==> src/rtl/boot_loader_pkg.sv <==
// Shared types and command codes for the SPI boot loader.
package boot_loader_pkg;

    typedef enum logic [2:0] {
        S_IDLE,
        S_CMD,
        S_ADDR,
        S_DATA,
        S_WRITE,
        S_IGNORE
    } state_t;

    localparam logic [7:0] CMD_LOAD = 8'hA5;
    localparam logic [7:0] CMD_RUN  = 8'h5A;
    localparam logic [7:0] CMD_HOLD = 8'hC3;

endpackage

==> src/rtl/spi_boot_loader_sync_2ff.sv <==
// Two-flop synchronizer with a per-bit reset value.
module sync_2ff #(
    parameter int               WIDTH   = 1,
    parameter logic [WIDTH-1:0] RST_VAL = '0
) (
    input  logic             clock,
    input  logic             reset,
    input  logic [WIDTH-1:0] d,
    output logic [WIDTH-1:0] q
);

    logic [WIDTH-1:0] s1_q;
    logic [WIDTH-1:0] s2_q;

    always_ff @(posedge clock) begin
        if (reset) begin
            s1_q <= RST_VAL;
            s2_q <= RST_VAL;
        end else begin
            s1_q <= d;
            s2_q <= s1_q;
        end
    end

    assign q = s2_q;

endmodule

==> src/rtl/spi_boot_loader.sv <==
// SPI-slave program loader: fills the instruction RAM and holds the CPU
// in reset until a RUN command arrives.
module spi_boot_loader
    import boot_loader_pkg::*;
#(
    parameter int ADDR_WIDTH = 8,
    parameter int DATA_WIDTH = 32
) (
    input  logic                  clock,
    input  logic                  reset,
    input  logic                  sclk,
    input  logic                  cs_n,
    input  logic                  mosi,
    output logic                  miso,
    output logic                  mem_en,
    output logic                  mem_we,
    output logic [ADDR_WIDTH-1:0] mem_addr,
    output logic [DATA_WIDTH-1:0] mem_wdata,
    output logic                  cpu_hold,
    output logic [ADDR_WIDTH:0]   word_count
);

    localparam int CW = $clog2(DATA_WIDTH) + 1;
    localparam logic [ADDR_WIDTH:0] WC_MAX = {1'b1, {ADDR_WIDTH{1'b0}}};

    logic sclk_s, cs_s, mosi_s;

    sync_2ff #(.WIDTH(3), .RST_VAL(3'b010)) u_sync (
        .clock (clock),
        .reset (reset),
        .d     ({sclk, cs_n, mosi}),
        .q     ({sclk_s, cs_s, mosi_s})
    );

    state_t                state_q, state_d;
    logic [CW-1:0]         cnt_q, cnt_d;
    logic [DATA_WIDTH-1:0] shift_q, shift_d;
    logic [ADDR_WIDTH-1:0] addr_q, addr_d;
    logic [ADDR_WIDTH:0]   wc_q, wc_d;
    logic                  hold_q, hold_d;
    logic                  miso_q, miso_d;
    logic [7:0]            stat_q, stat_d;
    logic                  sclk_prev_q, sclk_prev_d;
    logic                  cs_prev_q, cs_prev_d;
    logic                  rise_q, rise_d;
    logic                  fall_q, fall_d;
    logic                  cs_rise_q, cs_rise_d;
    logic                  cs_fall_q, cs_fall_d;
    logic [1:0]            valid_q, valid_d;
    logic                  armed_q, armed_d;

    logic [DATA_WIDTH-1:0] shift_in;
    logic [7:0]            byte_in;
    logic [CW-1:0]         cnt_inc;

    always_ff @(posedge clock) begin
        if (reset) begin
            state_q     <= S_IDLE;
            cnt_q       <= '0;
            shift_q     <= '0;
            addr_q      <= '0;
            wc_q        <= '0;
            hold_q      <= 1'b1;
            miso_q      <= 1'b0;
            stat_q      <= '0;
            sclk_prev_q <= 1'b0;
            cs_prev_q   <= 1'b1;
            rise_q      <= 1'b0;
            fall_q      <= 1'b0;
            cs_rise_q   <= 1'b0;
            cs_fall_q   <= 1'b0;
            valid_q     <= '0;
            armed_q     <= 1'b0;
        end else begin
            state_q     <= state_d;
            cnt_q       <= cnt_d;
            shift_q     <= shift_d;
            addr_q      <= addr_d;
            wc_q        <= wc_d;
            hold_q      <= hold_d;
            miso_q      <= miso_d;
            stat_q      <= stat_d;
            sclk_prev_q <= sclk_prev_d;
            cs_prev_q   <= cs_prev_d;
            rise_q      <= rise_d;
            fall_q      <= fall_d;
            cs_rise_q   <= cs_rise_d;
            cs_fall_q   <= cs_fall_d;
            valid_q     <= valid_d;
            armed_q     <= armed_d;
        end
    end

    assign shift_in = {shift_q[DATA_WIDTH-2:0], mosi_s};
    assign byte_in  = shift_in[7:0];
    assign cnt_inc  = cnt_q + 1'b1;

    always_comb begin
        sclk_prev_d = sclk_s;
        cs_prev_d   = cs_s;
        rise_d      = sclk_s & ~sclk_prev_q;
        fall_d      = ~sclk_s & sclk_prev_q;
        cs_rise_d   = cs_s & ~cs_prev_q;
        // A frame already in progress at reset release is never armed.
        valid_d     = {valid_q[0], 1'b1};
        armed_d     = armed_q | (valid_q[1] & cs_s);
        cs_fall_d   = armed_q & cs_prev_q & ~cs_s;

        state_d = state_q;
        cnt_d   = cnt_q;
        shift_d = shift_q;
        addr_d  = addr_q;
        wc_d    = wc_q;
        hold_d  = hold_q;
        miso_d  = 1'b0;
        stat_d  = stat_q;

        case (state_q)
            S_IDLE: begin
                if (cs_fall_q) begin
                    state_d = S_CMD;
                    cnt_d   = '0;
                    stat_d  = {hold_q, wc_q == '0, 6'b0};
                    miso_d  = hold_q;
                end
            end
            S_CMD: begin
                miso_d = miso_q;
                if (fall_q) begin
                    stat_d = {stat_q[6:0], 1'b0};
                    miso_d = stat_q[6];
                end
                if (rise_q) begin
                    shift_d = shift_in;
                    cnt_d   = cnt_inc;
                    if (cnt_inc == CW'(8)) begin
                        cnt_d   = '0;
                        state_d = S_IGNORE;
                        if (byte_in == CMD_LOAD && hold_q) begin
                            state_d = S_ADDR;
                            wc_d    = '0;
                        end else if (byte_in == CMD_RUN) begin
                            hold_d = 1'b0;
                        end else if (byte_in == CMD_HOLD) begin
                            hold_d = 1'b1;
                        end
                    end
                end
            end
            S_ADDR: begin
                if (rise_q) begin
                    shift_d = shift_in;
                    cnt_d   = cnt_inc;
                    if (cnt_inc == CW'(8)) begin
                        cnt_d   = '0;
                        addr_d  = ADDR_WIDTH'(byte_in);
                        state_d = S_DATA;
                    end
                end
            end
            S_DATA: begin
                if (rise_q) begin
                    shift_d = shift_in;
                    cnt_d   = cnt_inc;
                    if (cnt_inc == CW'(DATA_WIDTH)) begin
                        cnt_d   = '0;
                        state_d = S_WRITE;
                    end
                end
            end
            S_WRITE: begin
                addr_d  = addr_q + 1'b1;
                wc_d    = (wc_q == WC_MAX) ? wc_q : wc_q + 1'b1;
                state_d = S_DATA;
            end
            default: ;
        endcase

        // The strobe of a WRITE cycle still completes when cs_n rises with it.
        if (cs_rise_q) begin
            state_d = S_IDLE;
            cnt_d   = '0;
            miso_d  = 1'b0;
        end
    end

    always_comb begin
        mem_en     = (state_q == S_WRITE);
        mem_we     = (state_q == S_WRITE);
        mem_addr   = (state_q == S_WRITE) ? addr_q : '0;
        mem_wdata  = (state_q == S_WRITE) ? shift_q : '0;
        cpu_hold   = hold_q;
        miso       = miso_q;
        word_count = wc_q;
    end

endmodule

==> config.mk <==
export PLATFORM = sky130hd
export DESIGN_NAME = spi_boot_loader
export DESIGN_NICKNAME = d
export VERILOG_FILES = /design/src/rtl/boot_loader_pkg.sv /design/src/rtl/spi_boot_loader_sync_2ff.sv /design/src/rtl/spi_boot_loader.sv
export SDC_FILE = /design/constraint.sdc
export NUM_CORES = 1
export LEC_CHECK = 0
export CORE_UTILIZATION = 52
export CTS_BUF_LIST = sky130_fd_sc_hd__clkbuf_4 sky130_fd_sc_hd__clkbuf_8
export DETAILED_ROUTE_END_ITERATION = 10
export MAX_ROUTING_LAYER = met4
export PLACE_DENSITY = 0.87
export SYNTH_ARGS = -nofsm -noshare
export SYNTH_HDL_FRONTEND = slang
export SYNTH_HIERARCHICAL = 1
export SYNTH_SLANG_ARGS = --single-unit
export TNS_END_PERCENT = 30
==> constraint.sdc <==
create_clock -name clock -period 5 [get_ports clock]
set_input_delay 0.75 -clock clock [delete_from_list [all_inputs] [get_ports clock]]
set_output_delay 0.75 -clock clock [all_outputs]
set_load 0.02 [all_outputs]
Word level (Yosys, flattened, before mapping)

Index checks and enable logic that the tools add are counted.

Muxes and demuxes: 34
Equality and inequality tests: 21
Reduce and logical (&&, ||, !) cells: 19
Bitwise operators: 12
$add $sub $neg: 3

Operators with widths:

| operator                                                              | number |
|---|---|
| 9-bit 2-to-1 mux                                                      | 4 |
| 32-bit 2-to-1 mux                                                     | 1 |
| 6-bit 2-to-1 mux                                                      | 5 |
| 3-bit 2-to-1 mux                                                      | 8 |
| 8-bit 2-to-1 mux                                                      | 3 |
| 2-bit != test, second input constant                                  | 10 |
| 6-bit one-hot mux with 3 select lines                                 | 1 |
| 9-bit one-hot mux with 2 select lines                                 | 1 |
| 8-bit equality test, second input constant                            | 2 |
| 8-bit one-hot mux with 2 select lines                                 | 1 |
| 3-bit one-hot mux with 5 select lines                                 | 1 |
| 7-bit 2-to-1 mux                                                      | 2 |
| 7-bit one-hot mux with 2 select lines                                 | 1 |
| 5-bit AND reduction                                                   | 2 |
| 9-bit by 1-bit adder with 9-bit output, second input constant         | 1 |
| 9-bit equality test, second input constant                            | 1 |
| 9-bit zero test                                                       | 1 |
| 8-bit by 1-bit adder with 8-bit output, second input constant         | 1 |
| 8-bit by 7-bit equality test with 1-bit output, second input constant | 1 |
| 8-bit AND reduction                                                   | 1 |
| 2-bit nonzero test                                                    | 4 |
| 6-bit by 1-bit adder with 6-bit output, second input constant         | 1 |
| 1-bit AND                                                             | 6 |
| 3-bit by 2-bit equality test with 1-bit output, second input constant | 2 |
| other kinds (18)                                                      | 28 |

Register bits: 82
Input port bits: 5

Longest topological paths before layout

Gate-level depths: netlist of the first run.

Word-level depth: 6
Gate-level depth with buffers: 8
Mapped depth without buffers: 7

Hierarchy

Netlist of the first run, hierarchy kept.

Modules (own cells, without submodules):

| module          | cells an instance | area each (sq um) | times used |
|---|---|---|---|
| spi_boot_loader | 449               | 3,572.2           | 1 |
| sync_2ff        | 12                | 157.7             | 1 |

Least setup slack after synthesis of the first run

No wires, ideal clock.

Path type: register -> output
Start: register state_q[1]
End: output mem_wdata[22]
Data required time: 4,250 ps
Arrival: 1,587 ps
Stages on the path, launching flop included: 6
Path buffers: 2
Setup slack: 2,663 ps
Cell sequence: dfxtp_1 > buf_6 > or3b_4 > inv_1 > clkbuf_1 > and2_1

Cells in the longest elaborated chain, start to end: 2

Ends and longest elaborated chain:

| what                   | RTL line               | text |
|---|---|---|
| start, declared        | spi_boot_loader.sv:35  | `state_t state_q, state_d;` |
| start signal, assigned | spi_boot_loader.sv:75  | `state_q <= state_d;` |
| 3-bit equality test    | -                      |  |
| net mem_en             | spi_boot_loader.sv:15  | `output logic mem_en,` |
| 32-bit 2-to-1 mux      | spi_boot_loader.sv:191 | `mem_wdata = (state_q == S_WRITE) ? shift_q : '0;` |
| end, declared          | spi_boot_loader.sv:18  | `output logic [DATA_WIDTH-1:0] mem_wdata,` |

The timed path passes the listed nets, and every way through them passes these cells.

Worst setup path after layout of the first run

Start: register state_q[2]
End: output mem_wdata[14]

Cells in the longest elaborated chain, start to end: 2

Ends and longest elaborated chain:

| what                | RTL line |
|---|---|
| 3-bit equality test | spi_boot_loader.sv:191 |
| 32-bit 2-to-1 mux   | spi_boot_loader.sv:191 |

Every way passes these cells.

==> flow_metrics.env, run 1 <==
export IMPL_fmax_mhz=251
export IMPL_cts_sinks=76
export IMPL_start_util_pct=54.3
export IMPL_ys_warn_count=6
export IMPL_synth_avg_cell_area_um2=8.09
export IMPL_dr_pass1_iters=5
export IMPL_cts_made_buffers=9
export IMPL_rsz0062_at_grt="false"
export IMPL_cts_reportedPaths_clkPinSlew_ns=0.07
export IMPL_slowest_stage="inv_1"
export IMPL_syn_area_um2=3730
export IMPL_h_tree_depth=3
export IMPL_n_antenna_cell=0
export IMPL_leakage_nw=1.52
export IMPL_cellPowerDensity_nw_per_um2=257
export IMPL_route_detailed_drc=0
export IMPL_setup_viol=0
export IMPL_finalCritPeriodShare_pct=79.5
export IMPL_die_w_um=86.7
export IMPL_postSynthCellCount=461
export IMPL_max_stage_delay_ns=0.84
export IMPL_final_util_pct=65.7
export IMPL_grt_max_degree=64
export IMPL_period_minus_slack_ns=3.98
export IMPL_clock_latency_ns=0.35
export IMPL_grt_usage_pct=23.8
export IMPL_outcome="complete, no violations"
export IMPL_yosysTopAreaCell="dfxtp_1"
export IMPL_drt_wl_total_um=8420
export IMPL_worst_path_buf_inv=2
export IMPL_rows=30
export IMPL_ys_top_cells_by_area="dfxtp_1, nand2_1, a21oi_1"
export IMPL_cp_start_kind="flop"
export IMPL_routedWlPerCell_um=14.0
export IMPL_cts_root_buf="clkbuf_8"
export IMPL_gp_congestion=0.875
export IMPL_ys_ff_latch=76
export IMPL_antenna_found_initial=0
export IMPL_r2r_slack_ns=2.11
export IMPL_worstMarginPinSlew_ns=1.11
export IMPL_final_common_cell="nand2_1"
export IMPL_relSlewSlack_pct=26.2
export IMPL_vias_per_cell=5.66
export IMPL_hold_violations=0
export IMPL_synthToLayoutAreaGrowth_pct=21.1
export IMPL_worstPathArrival_ns=3.23
export IMPL_cts_resized=0
export IMPL_core_area_um2=6870
export IMPL_cts_setup_buffers=0
export IMPL_dr_total_vias=3410
export IMPL_clock_path_buffers=2
export IMPL_critPathKind="flop to output pin"
export IMPL_drt_iter0_markers=363
export IMPL_synth_ff_type="dfxtp_1"
export IMPL_dp_cells=587
export IMPL_fin_ws_ns=1.02
export IMPL_drtAntennaViolNets=0
export IMPL_asyncSetResetFlopFracSynth_pct=0
export IMPL_grt_pass1_vias=2960
export IMPL_yosysSeqAreaShare_pct=40.8
export IMPL_place_hpwl_um=5530
export IMPL_cts_tree="built"
export IMPL_yosysTopAreaCellShare_pct=40.8
export IMPL_max_cap_viol_count=0
export IMPL_fin_cells=603
export IMPL_critical_path_max_fanout=51
export IMPL_grt_pass1_wl_um=13700
export IMPL_tns_ns=0
export IMPL_critPathRequiredTime_ns=4.25
export IMPL_final_max_slew_viol_count=0
export IMPL_synth_edf_count=0
export IMPL_peakVddDrop_uv=226
export IMPL_portBuffers=57
export IMPL_die_y_um=86.7
export IMPL_cts_hold_buffers=0
export IMPL_ioPinCount=58
export IMPL_cp_cell_sequence="or3b_4, inv_1, and2_1, clkdlybuf4s50_1"
export IMPL_hold_path_class="flop to flop"
export IMPL_design_die_area_um2=7520
export IMPL_end_kind="output pin"
export IMPL_layout_common_cells="nand2_1, dfxtp_1, a21oi_1"
export IMPL_synthesis_nets=470
export IMPL_fin_worst_skew_ns=0.0106
export IMPL_dp_slack_ns=1.42
export IMPL_drive_gt1_share_pct=8.09
export IMPL_nets=511
export IMPL_critPathTopFamily="buffers and inverters"
export IMPL_yosysUniqueCellTypes=70
export IMPL_gr_total_overflow=0
-- synthesized netlist by cell type (all sizes together) (5+ instances only) --
master / count
a211oi: 12
a21oi: 63
a31oi: 5
and2: 40
buf: 15
clkbuf: 15
dfxtp: 76
inv: 9
nand2: 86
nand3: 5
nor2: 25
nor2b: 9
nor3: 7
nor4: 6
o21ai: 15
o31ai: 5
or2: 7
-- state kept, by name, summed over array words and instances, names as in the netlist, 2 cells and up --
signal and count:
shift_q 32, word_count 9, addr_q 8, cnt_q 6
state_q 3, u_sync/q 3, u_sync/s1_q 3, valid_q 2
-- power by group --
| group | internal (mW) | total [mW] | leakage (nW) | switching [mW] |
|---|---|---|---|---|
| Combinational | 0.00731 | 0.0218 | 0.790 | 0.0145 |
| Clock | 0.302 | 0.525 | 0.113 | 0.223 |
| Sequential | 0.610 | 0.612 | 0.615 | 0.00245 |
| Total | 0.919 | 1.16 | 1.52 | 0.240 |
-- final cells by class --
type | instances | area, um^2
fill | 547 | 2350
clock buffer | 11 | 145
timing repair buffer | 60 | 588
clock inverter | 5 | 85.1
inverter | 10 | 37.5
sequential | 76 | 1520
tap | 96 | 120
multi-input combinational | 345 | 2020
-- cells by family (layout without fill, tap and decap cells) --
kind of cell	count (synthesis)	count (layout)	synth area share, %
mux	6	6	2.11
compound gates	124	124	21.0
fa+ha+maj	4	4	1.34
flops	76	76	40.8
simple gates	208	208	28.8
xor+xnor	3	3	0.705
buf+inv	40	86	5.17
-- metrics by stage --
stage          total power, mW  hold slack, ns  cell area (um^2)
3_5_place_dp             0.648           0.390              4290
3_3_place_gp             0.647           0.387              4290
6_report                  1.16           0.405              4520
4_1_cts                   1.17           0.407              4520
2_1_floorplan            0.641           0.383              3730
5_1_grt                   1.20           0.415              4520
-- final timing paths --
check	startpoint	cells after the start	endpoint
max reg2reg	state_q[2]	6	word_count[8]
max	state_q[2]	4	mem_wdata[14]
min reg2reg	u_sync/s1_q[1]	1	u_sync/q[1]
min	u_sync/s1_q[1]	1	u_sync/q[1]
-- per-layer routing --
metal / global-route usage, % / routed length, um
met4: 9.09 / 153
met1: 31.0 / 3780
met2: 36.0 / 3960
met5: - / 0
met3: 5.33 / 519
Note: power is estimated with default switching activity, not from simulation.
==> run 2, diff against run 1 <==
==> constraint.sdc (replaced) <==
create_clock -name clock -period 3.8 [get_ports clock]
set_input_delay 0.57 -clock clock [delete_from_list [all_inputs] [get_ports clock]]
set_output_delay 0.57 -clock clock [all_outputs]
set_load 0.02 [all_outputs]
==> run 2 against run 1 <==
Compared with the run above:
- total power rose by 29%
- critical path depth did not move
- sequential share of layout area did not move
- worst hold slack improved by 0.0036 ns
- die area did not move
- flip-flop and latch count did not move
- clock skew fell by 0.0027 ns
- core utilization did not move
- first-iteration DRC count fell by 24%
- combinational power rose by 39%
==> flow_metrics.env, run 2 (synthesis results as in run 1) <==
export IMPL_dp_cells=590
export IMPL_h_tree_depth=3
export IMPL_leakage_nw=1.52
export IMPL_critical_path_max_fanout=46
export IMPL_hold_violations=0
export IMPL_core_area_um2=6870
export IMPL_regArea_um2=1520
export IMPL_period_minus_slack_ns=3.60
export IMPL_critPathRequiredTime_ns=3.23
export IMPL_grt_max_degree=52
export IMPL_relSlewSlack_pct=30.1
export IMPL_whs_path_depth=1
export IMPL_route_detailed_drc=0
export IMPL_outcome="complete, no violations"
export IMPL_cts_root_buf="clkbuf_8"
export IMPL_drt_iter0_markers=277
export IMPL_hold_path_class="flop to flop"
export IMPL_top_register="shift_q"
export IMPL_vias_per_cell=5.75
export IMPL_p_seq_share_pct=53.8
export IMPL_switching_share_pct=20.9
export IMPL_worstPathArrival_ns=3.03
export IMPL_drt_wl_total_um=8680
export IMPL_r2r_start="state_q[2]"
export IMPL_wl_met2_um=4230
export IMPL_n_antenna_cell=0
export IMPL_max_cap_viol_count=0
export IMPL_multi_input_area_um2=2020
export IMPL_cts_resized=0
export IMPL_dr_total_vias=3476
export IMPL_fmax_mhz=278
export IMPL_p_int_mw=1.18
export IMPL_p_sw_mw=0.313
export IMPL_grt_usage_pct=24.5
export IMPL_cts_setup_buffers=0
export IMPL_gr_total_overflow=0
export IMPL_fillers=570
export IMPL_antenna_found_initial=0
export IMPL_tns_ns=0
export IMPL_rr_worst_depth=7
export IMPL_cts_tree="built"
export IMPL_drive_gt1_share_pct=8.27
export IMPL_ioPinCount=58
export IMPL_worstMarginPinSlew_ns=1.05
export IMPL_r2r_end="word_count[8]"
export IMPL_peakVddDrop_uv=257
export IMPL_worstHoldStart="u_sync/q[2]"
export IMPL_clock_path_buffers=2
export IMPL_clock_latency_ns=0.35
export IMPL_synthToLayoutAreaGrowth_pct=21.1
export IMPL_layout_common_cells="nand2_1, dfxtp_1, a21oi_1"
export IMPL_place_hpwl_um=5810
export IMPL_setup_viol=0
export IMPL_cellPowerDensity_nw_per_um2=331
export IMPL_final_common_cell="nand2_1"
export IMPL_die_w_um=86.7
export IMPL_largest_reg_flops=32
export IMPL_die_y_um=86.7
export IMPL_gp_congestion=0.939
export IMPL_cts_made_buffers=9
export IMPL_holdPathEnd="fall_q"
export IMPL_wl_met1_um=3810
export IMPL_highest_signal_layer="met4"
export IMPL_dr_pass1_iters=5
export IMPL_portBuffers=57
export IMPL_power_frac_clock_pct=44.2
export IMPL_cp_start_kind="flop"
export IMPL_pwr_share_comb_pct=2.0
export IMPL_nets=514
export IMPL_routedWlPerCell_um=14.4
export IMPL_fin_worst_skew_ns=0.00789
export IMPL_drtAntennaViolNets=0
export IMPL_cts_hold_buffers=0
export IMPL_final_max_slew_viol_count=0
export IMPL_rsz0062_at_grt="false"
export IMPL_start_util_pct=54.3
export IMPL_r2r_slack_ns=0.96
export IMPL_rows=30
export IMPL_design_die_area_um2=7520
export IMPL_end_kind="output pin"
export IMPL_critPathKind="flop to output pin"
export IMPL_fin_cells=604
export IMPL_cts_sinks=76
export IMPL_grt_pass1_vias=3147
export IMPL_finalCritPeriodShare_pct=94.6
export IMPL_dr_wl_met3_um=519
export IMPL_cts_reportedPaths_clkPinSlew_ns=0.07
export IMPL_grt_pass1_wl_um=14200
run 2: metrics by stage:
step	power, mW	worst slack [ns]	cell area, um^2	utilization (%)	hold WS [ns]
after global placement	0.853	0.744	4310	62.7	0.386
after floorplan	0.843	1.64	3730	-	0.383
after detailed placement	0.854	0.570	4310	62.7	0.399
after global routing	1.54	0.0128	4520	65.7	0.423
after CTS	1.50	0.215	4520	65.7	0.413
final	1.50	0.203	4520	65.7	0.409
run 2: how the worst max path moves through the flow:
stage,endpoint,startpoint,cells past startpoint
after global routing,mem_wdata[3],state_q[2],4
after global placement,mem_wdata[0],state_q[2],4
after floorplan,mem_wdata[22],state_q[1],5
after CTS,mem_wdata[3],state_q[2],4
final,mem_wdata[3],state_q[2],4
after detailed placement,mem_wdata[3],state_q[2],4
run 2: cell type report:
class,count,area share (%)
multi-input cells,345,44.7
flip-flops and latches,76,33.7
repair buffers,63,13.5
clock buffers,10,2.91
well taps,96,2.66
clock inverters,4,1.69
inverters,10,0.831
run 2: worst max-delay path, stage by stage, from the launching register on:
cell             delay, ns
dfxtp_1               0.59
or3b_4                0.44
inv_1                 0.76
and2_1                0.25
clkdlybuf4s50_1       0.63
run 2: power by group through the flow:
stage	sequential [mW]	clock, mW	combinational (mW)
2_1_floorplan	0.823	0	0.0199
3_3_place_gp	0.824	0	0.0288
3_5_place_dp	0.824	0	0.0297
4_1_cts	0.805	0.668	0.0300
5_1_grt	0.806	0.702	0.0328
6_report	0.805	0.660	0.0302
run 2: routing by layer:
metal	vias to the layer above	global-route usage, %
met5	-	-
met1	1622	29.9
met2	142	40.2
li1	1695	-
met3	17	5.81
met4	0	7.58
==> run 3, diff against run 2 <==
--- a/config.mk
+++ b/config.mk
@@ -10,6 +10,7 @@
 export DETAILED_ROUTE_END_ITERATION = 10
 export MAX_ROUTING_LAYER = met4
 export PLACE_DENSITY = 0.87
+export SLEW_MARGIN = 40
 export SYNTH_ARGS = -nofsm -noshare
 export SYNTH_HDL_FRONTEND = slang
 export SYNTH_HIERARCHICAL = 1
==> run 3 against run 2 <==
Compared with the run above:
- total power hardly changed
- global-route usage stayed put
- register-to-register slack better by 0.36 ns
- clock power hardly changed
- worst setup slack better by 0.35 ns
- sequential share of layout area stayed put
- critical path depth stayed put
- flip-flop and latch count stayed put
- worst hold slack hardly changed
- clock skew stayed put
- core utilization stayed put
- critical endpoint unchanged
- highest routed layer unchanged
==> flow_metrics.env, run 3 (synthesis results as in run 1) <==
export IMPL_rr_worst_depth=7
export IMPL_dp_slack_ns=0.920
export IMPL_cts_hold_buffers=0
export IMPL_portBuffers=57
export IMPL_grt_busiest_layer="met2"
export IMPL_max_cap_viol_count=0
export IMPL_grt_pass1_vias=3147
export IMPL_drtAntennaViolNets=0
export IMPL_design_die_area_um2=7520
export IMPL_largest_reg_flops=32
export IMPL_top_register="shift_q"
export IMPL_ioPinCount=58
export IMPL_n_antenna_cell=0
export IMPL_h_tree_depth=3
export IMPL_grt_pass1_wl_um=14200
export IMPL_gp_congestion=0.939
export IMPL_start_util_pct=54.3
export IMPL_die_w_um=86.7
export IMPL_finalCritPeriodShare_pct=85.5
export IMPL_peakVddDrop_uv=257
export IMPL_cp_cell_sequence="or3b_4, inv_2, and2_1, clkdlybuf4s50_1"
export IMPL_drt_wl_total_um=8700
export IMPL_tns_ns=0
export IMPL_cp_start_kind="flop"
export IMPL_cts_resized=0
export IMPL_die_y_um=86.7
export IMPL_clock_latency_ns=0.35
export IMPL_cts_tree="built"
export IMPL_routedWlPerCell_um=14.4
export IMPL_hold_path_class="flop to flop"
export IMPL_cts_root_buf="clkbuf_8"
export IMPL_critPathKind="flop to output pin"
export IMPL_hold_violations=0
export IMPL_grt_max_degree=52
export IMPL_cts_reportedPaths_clkPinSlew_ns=0.07
export IMPL_critPathRequiredTime_ns=3.23
export IMPL_r2r_end="word_count[8]"
export IMPL_drt_iter0_markers=277
export IMPL_met3_usage_pct=5.81
export IMPL_grt_util_met2_pct=40.2
export IMPL_setup_viol=0
export IMPL_cts_made_buffers=9
export IMPL_relSlewSlack_pct=47.7
export IMPL_r2r_slack_ns=1.32
export IMPL_cts_setup_buffers=0
export IMPL_worstPathArrival_ns=2.68
export IMPL_outcome="complete, no violations"
export IMPL_critPathTopFamily="buffers and inverters"
export IMPL_nets=514
export IMPL_worstMarginPinSlew_ns=0.779
export IMPL_holdPathEnd="fall_q"
export IMPL_vias_per_cell=5.75
export IMPL_final_common_cell="nand2_1"
export IMPL_worstHoldStart="u_sync/q[2]"
export IMPL_gr_total_overflow=0
export IMPL_fin_ws_ns=0.551
export IMPL_period_minus_slack_ns=3.25
export IMPL_drive_gt1_share_pct=8.46
export IMPL_fin_area_um2=4520
export IMPL_place_hpwl_um=5810
export IMPL_core_area_um2=6870
export IMPL_end_kind="output pin"
export IMPL_dr_pass1_iters=5
export IMPL_rows=30
export IMPL_max_stage_delay_ns=0.62
export IMPL_final_util_pct=65.7
export IMPL_leakage_nw=1.52
export IMPL_placed_cell_area_um2=4310
export IMPL_rsz0062_at_grt="false"
export IMPL_synthToLayoutAreaGrowth_pct=21.1
export IMPL_antenna_found_initial=0
export IMPL_worst_path_buf_inv=2
export IMPL_fmax_mhz=308
export IMPL_hold_ws_ns=0.409
export IMPL_critical_path_max_fanout=46
export IMPL_final_max_slew_viol_count=0
export IMPL_grt_usage_pct=24.5
export IMPL_clock_path_buffers=2
export IMPL_dr_total_vias=3470
export IMPL_fin_worst_skew_ns=0.00789
export IMPL_slowest_stage="clkdlybuf4s50_1"
export IMPL_whs_path_depth=1
export IMPL_gr_usage_met1_pct=29.9
export IMPL_route_detailed_drc=0
export IMPL_r2r_start="state_q[2]"
export IMPL_cellPowerDensity_nw_per_um2=331
export IMPL_cts_sinks=76
export IMPL_layout_common_cells="nand2_1, dfxtp_1, a21oi_1"
[run 3: cell types whose count changed in the layout (fill, tap and decap cells not counted)]
cell / before / now
inv_1: 8 / 7
inv_2: 1 / 2
[run 3: stage by stage]
stage	power, mW	cells
6_report	1.50	604
3_3_place_gp	0.853	590
5_1_grt	1.54	604
2_1_floorplan	0.843	461
3_5_place_dp	0.854	590
4_1_cts	1.50	604
[run 3: cell type report]
class,count,area [um^2]
clock buffers,10,131
clock inverters,4,76.3
fillers,570,2350
inverters,10,37.5
multi-input cells,345,2020
flip-flops and latches,76,1520
well taps,96,120
repair buffers,63,611
[run 3: worst max-delay path by stage]
stage / start / end / slack, ns / cells after the start
2_1_floorplan: state_q[1] / mem_wdata[22] / 1.64 / 5
3_3_place_gp: state_q[2] / mem_wdata[0] / 0.74 / 4
3_5_place_dp: state_q[2] / mem_wdata[3] / 0.92 / 4
4_1_cts: state_q[2] / mem_wdata[3] / 0.55 / 4
5_1_grt: state_q[2] / mem_wdata[3] / 0.41 / 4
6_report: state_q[2] / mem_wdata[3] / 0.55 / 4
[run 3: metal layers]
metal	part of all wire (%)	wire length (um)	vias up
met5	0	0	-
met2	49	4230	128
met4	1.4	125	0
met3	5.5	479	17
li1	-	-	1696
met1	44	3870	1629
[run 3: power by group]
group	internal, mW	total, mW	switching (mW)
Clock	0.371	0.661	0.290
Sequential	0.802	0.805	0.00319
Combinational	0.0102	0.0302	0.0200
Total	1.18	1.50	0.313
==> RTL change: new RTL, settings of run 1 <==
Set the parameter `DATA_WIDTH` to 64 (it was 32).
--- a/src/rtl/spi_boot_loader.sv
+++ b/src/rtl/spi_boot_loader.sv
@@ -4,7 +4,7 @@
     import boot_loader_pkg::*;
 #(
     parameter int ADDR_WIDTH = 8,
-    parameter int DATA_WIDTH = 32
+    parameter int DATA_WIDTH = 64
 ) (
     input  logic                  clock,
     input  logic                  reset,
Interface: changed (resized mem_wdata); port bits go from 58 to 90. The function was not compared with the original's and may differ.
==> RTL change against run 1 <==
  * Non-clock buffer count up 34
  * Die area grew 35%
  * Critical endpoint is now mem_we
  * Largest power group unchanged
  * Final area up 36%
  * Clock skew up 0.0033 ns
  * Wire length is 43% higher
  * Via count rose by 41%
  * Synthesized area is 36% higher
  * Cell count rose by 39%
  * Maximum frequency rose by 8.4%
  * Largest cell class unchanged
  * Sequential power grew 43%
  * Setup slack gained 0.31 ns
  * Sequential cell count is 33 higher
  * Highest routed layer unchanged
  * Total power increased by 22%
==> RTL change: results <==
[worst_setup_path]
r2r_slack_ns = 2.34
critPathMaxStageDelay_ns = 1.07
cpMaxStageDelayCell = "sky130_fd_sc_hd__dfxtp_2"
critical_path_startpoint = "state_q[2]$_SDFFE_PP0P_"
timing.critical_path.fanout_max = 82
crit-reg2reg-capture = "state_q[1]$_SDFFE_PP0P_"
crit_arrival_ns = 2.92
critPathCapture = "mem_we"

[global_route]
vias_in_the_first_global_route = 4440
grt_pass1_wl_mm = 20.2
grt_start_max_net_pins = 83
grt_use_total_pct = 25.5

[detailed_routing]
routed_wirelength_mm = 12.0
drtIter0Drc = 383
drt-pass1-iter-count = 7
drt-vias-per-instance = 5.74

[cells_and_area]
largest_reg_flops = 64
ratio_of_cells_with_drive_above_1_in_the_final_layout_pct = 6.50
n_fill_cell = 740
final_nets = 713

[synthesis]
seq_area_frac_synth_pct = 43.0
synth_cell_type_count = 57
top_cells_by_area_in_the_synthesized_netlist = "sky130_fd_sc_hd__dfxtp_1 43%, sky130_fd_sc_hd__nand2_1 11%, sky130_fd_sc_hd__and3_1 9.5%"
synth_nets = 659
synth_area_per_cell_um2 = 7.81
synth_commonest_cells = "150 x sky130_fd_sc_hd__nand2_1, 109 x sky130_fd_sc_hd__dfxtp_1, 94 x sky130_fd_sc_hd__a21oi_1, 77 x sky130_fd_sc_hd__and3_1, 41 x sky130_fd_sc_hd__clkbuf_1"

[clocking]
insertion_delay_ns = 0.38
clock-root-buffer = "sky130_fd_sc_hd__clkbuf_8"
post-cts-setup-buffers = 0
clk_pin_slew_worst_paths_ns = 0.10

[timing]
layout_setup_ws_ns = 1.33
rel_slew_slack_pct = 24.7
timing.clock.skew_ns = 0.0139

[outcome]
outcome = "complete, no violations"

[place]
hpwlAfterDp_mm = 7.66
placement.cell_area_mm2 = 0.00597
finalWeightedCongestion = 0.887
numPortBuffers = 89
dp_worst_setup_slack_ns = 1.79

[power_and_ir_drop]
p_leak_nw = 2.22
ir_drop_v = 0.000154
[RTL change: worst min path at each step]
stage	slack (ns)	end	from
global route	0.43	fall_q$_SDFF_PP0_	u_sync/q[2]$_SDFF_PP0_
finish	0.41	u_sync/q[1]$_SDFF_PP1_	u_sync/s1_q[1]$_SDFF_PP1_
detailed placement	0.39	u_sync/q[1]$_SDFF_PP1_	u_sync/s1_q[1]$_SDFF_PP1_
global placement	0.39	u_sync/q[1]$_SDFF_PP1_	u_sync/s1_q[1]$_SDFF_PP1_
floorplan	0.38	u_sync/q[1]$_SDFF_PP1_	u_sync/s1_q[1]$_SDFF_PP1_
CTS	0.42	u_sync/q[1]$_SDFF_PP1_	u_sync/s1_q[1]$_SDFF_PP1_
[RTL change: kinds of logic (layout without fill, tap and decap cells)]
family | count (synthesis) | after routing | synth area share [%]
buffers and inverters | 59 | 118 | 4.79
xor gates and xnor gates | 3 | 3 | 0.888
and+or+nand+nor | 328 | 328 | 32.3
muxes | 2 | 2 | 0.419
adders and majority gates | 5 | 5 | 1.23
AOI/OAI and AO/OA | 143 | 143 | 17.3
DFF | 109 | 109 | 43.0
[RTL change: cell type report]
cell class	count	area (um2)	share of cell area [%]
multi-input combinational	481	2670	43.4
inverter	8	30.0	0.487
timing repair buffer	94	923	15.0
clock buffer	10	131	2.13
clock inverter	6	58.8	0.955
tap	129	161	2.62
sequential	109	2180	35.4
[RTL change: metrics by stage]
| step | util (%) | power, W | hold slack, ns | instances |
|---|---|---|---|---|
| after floorplan | - | 0.000914 | 0.383 | 649 |
| after detailed placement | 64.0 | 0.000923 | 0.393 | 821 |
| final | 66.0 | 0.00142 | 0.413 | 837 |
| after global placement | 64.0 | 0.000922 | 0.394 | 821 |
| after CTS | 66.0 | 0.00142 | 0.416 | 837 |
| after global routing | 66.0 | 0.00147 | 0.429 | 837 |
[RTL change: critical path, delay by kind of cell (launching register included)]
family | cells | cell delay [ns]
buffers and inverters | 3 | 1.34
AND/OR/NAND/NOR | 1 | 0.11
flip-flops | 1 | 1.07
[RTL change: power by group]
part	total, W	internal [W]	switching [W]
clock network	0.000515	0.000197	0.000319
registers	0.000876	0.000872	0.00000302
logic	0.0000273	0.00000739	0.0000199
total	0.00142	0.00108	0.000342
[RTL change: per-layer routing]
| layer | part of all wire, % | wire [um] | global-route usage, % | vias up |
|---|---|---|---|---|
| li1 | - | - | - | 2348 |
| met1 | 44 | 5320 | 32.7 | 2266 |
| met2 | 49 | 5870 | 39.6 | 163 |
| met3 | 4.9 | 589 | 3.95 | 26 |
| met4 | 2.1 | 256 | 12.0 | 0 |
| met5 | 0 | 0 | - | - |
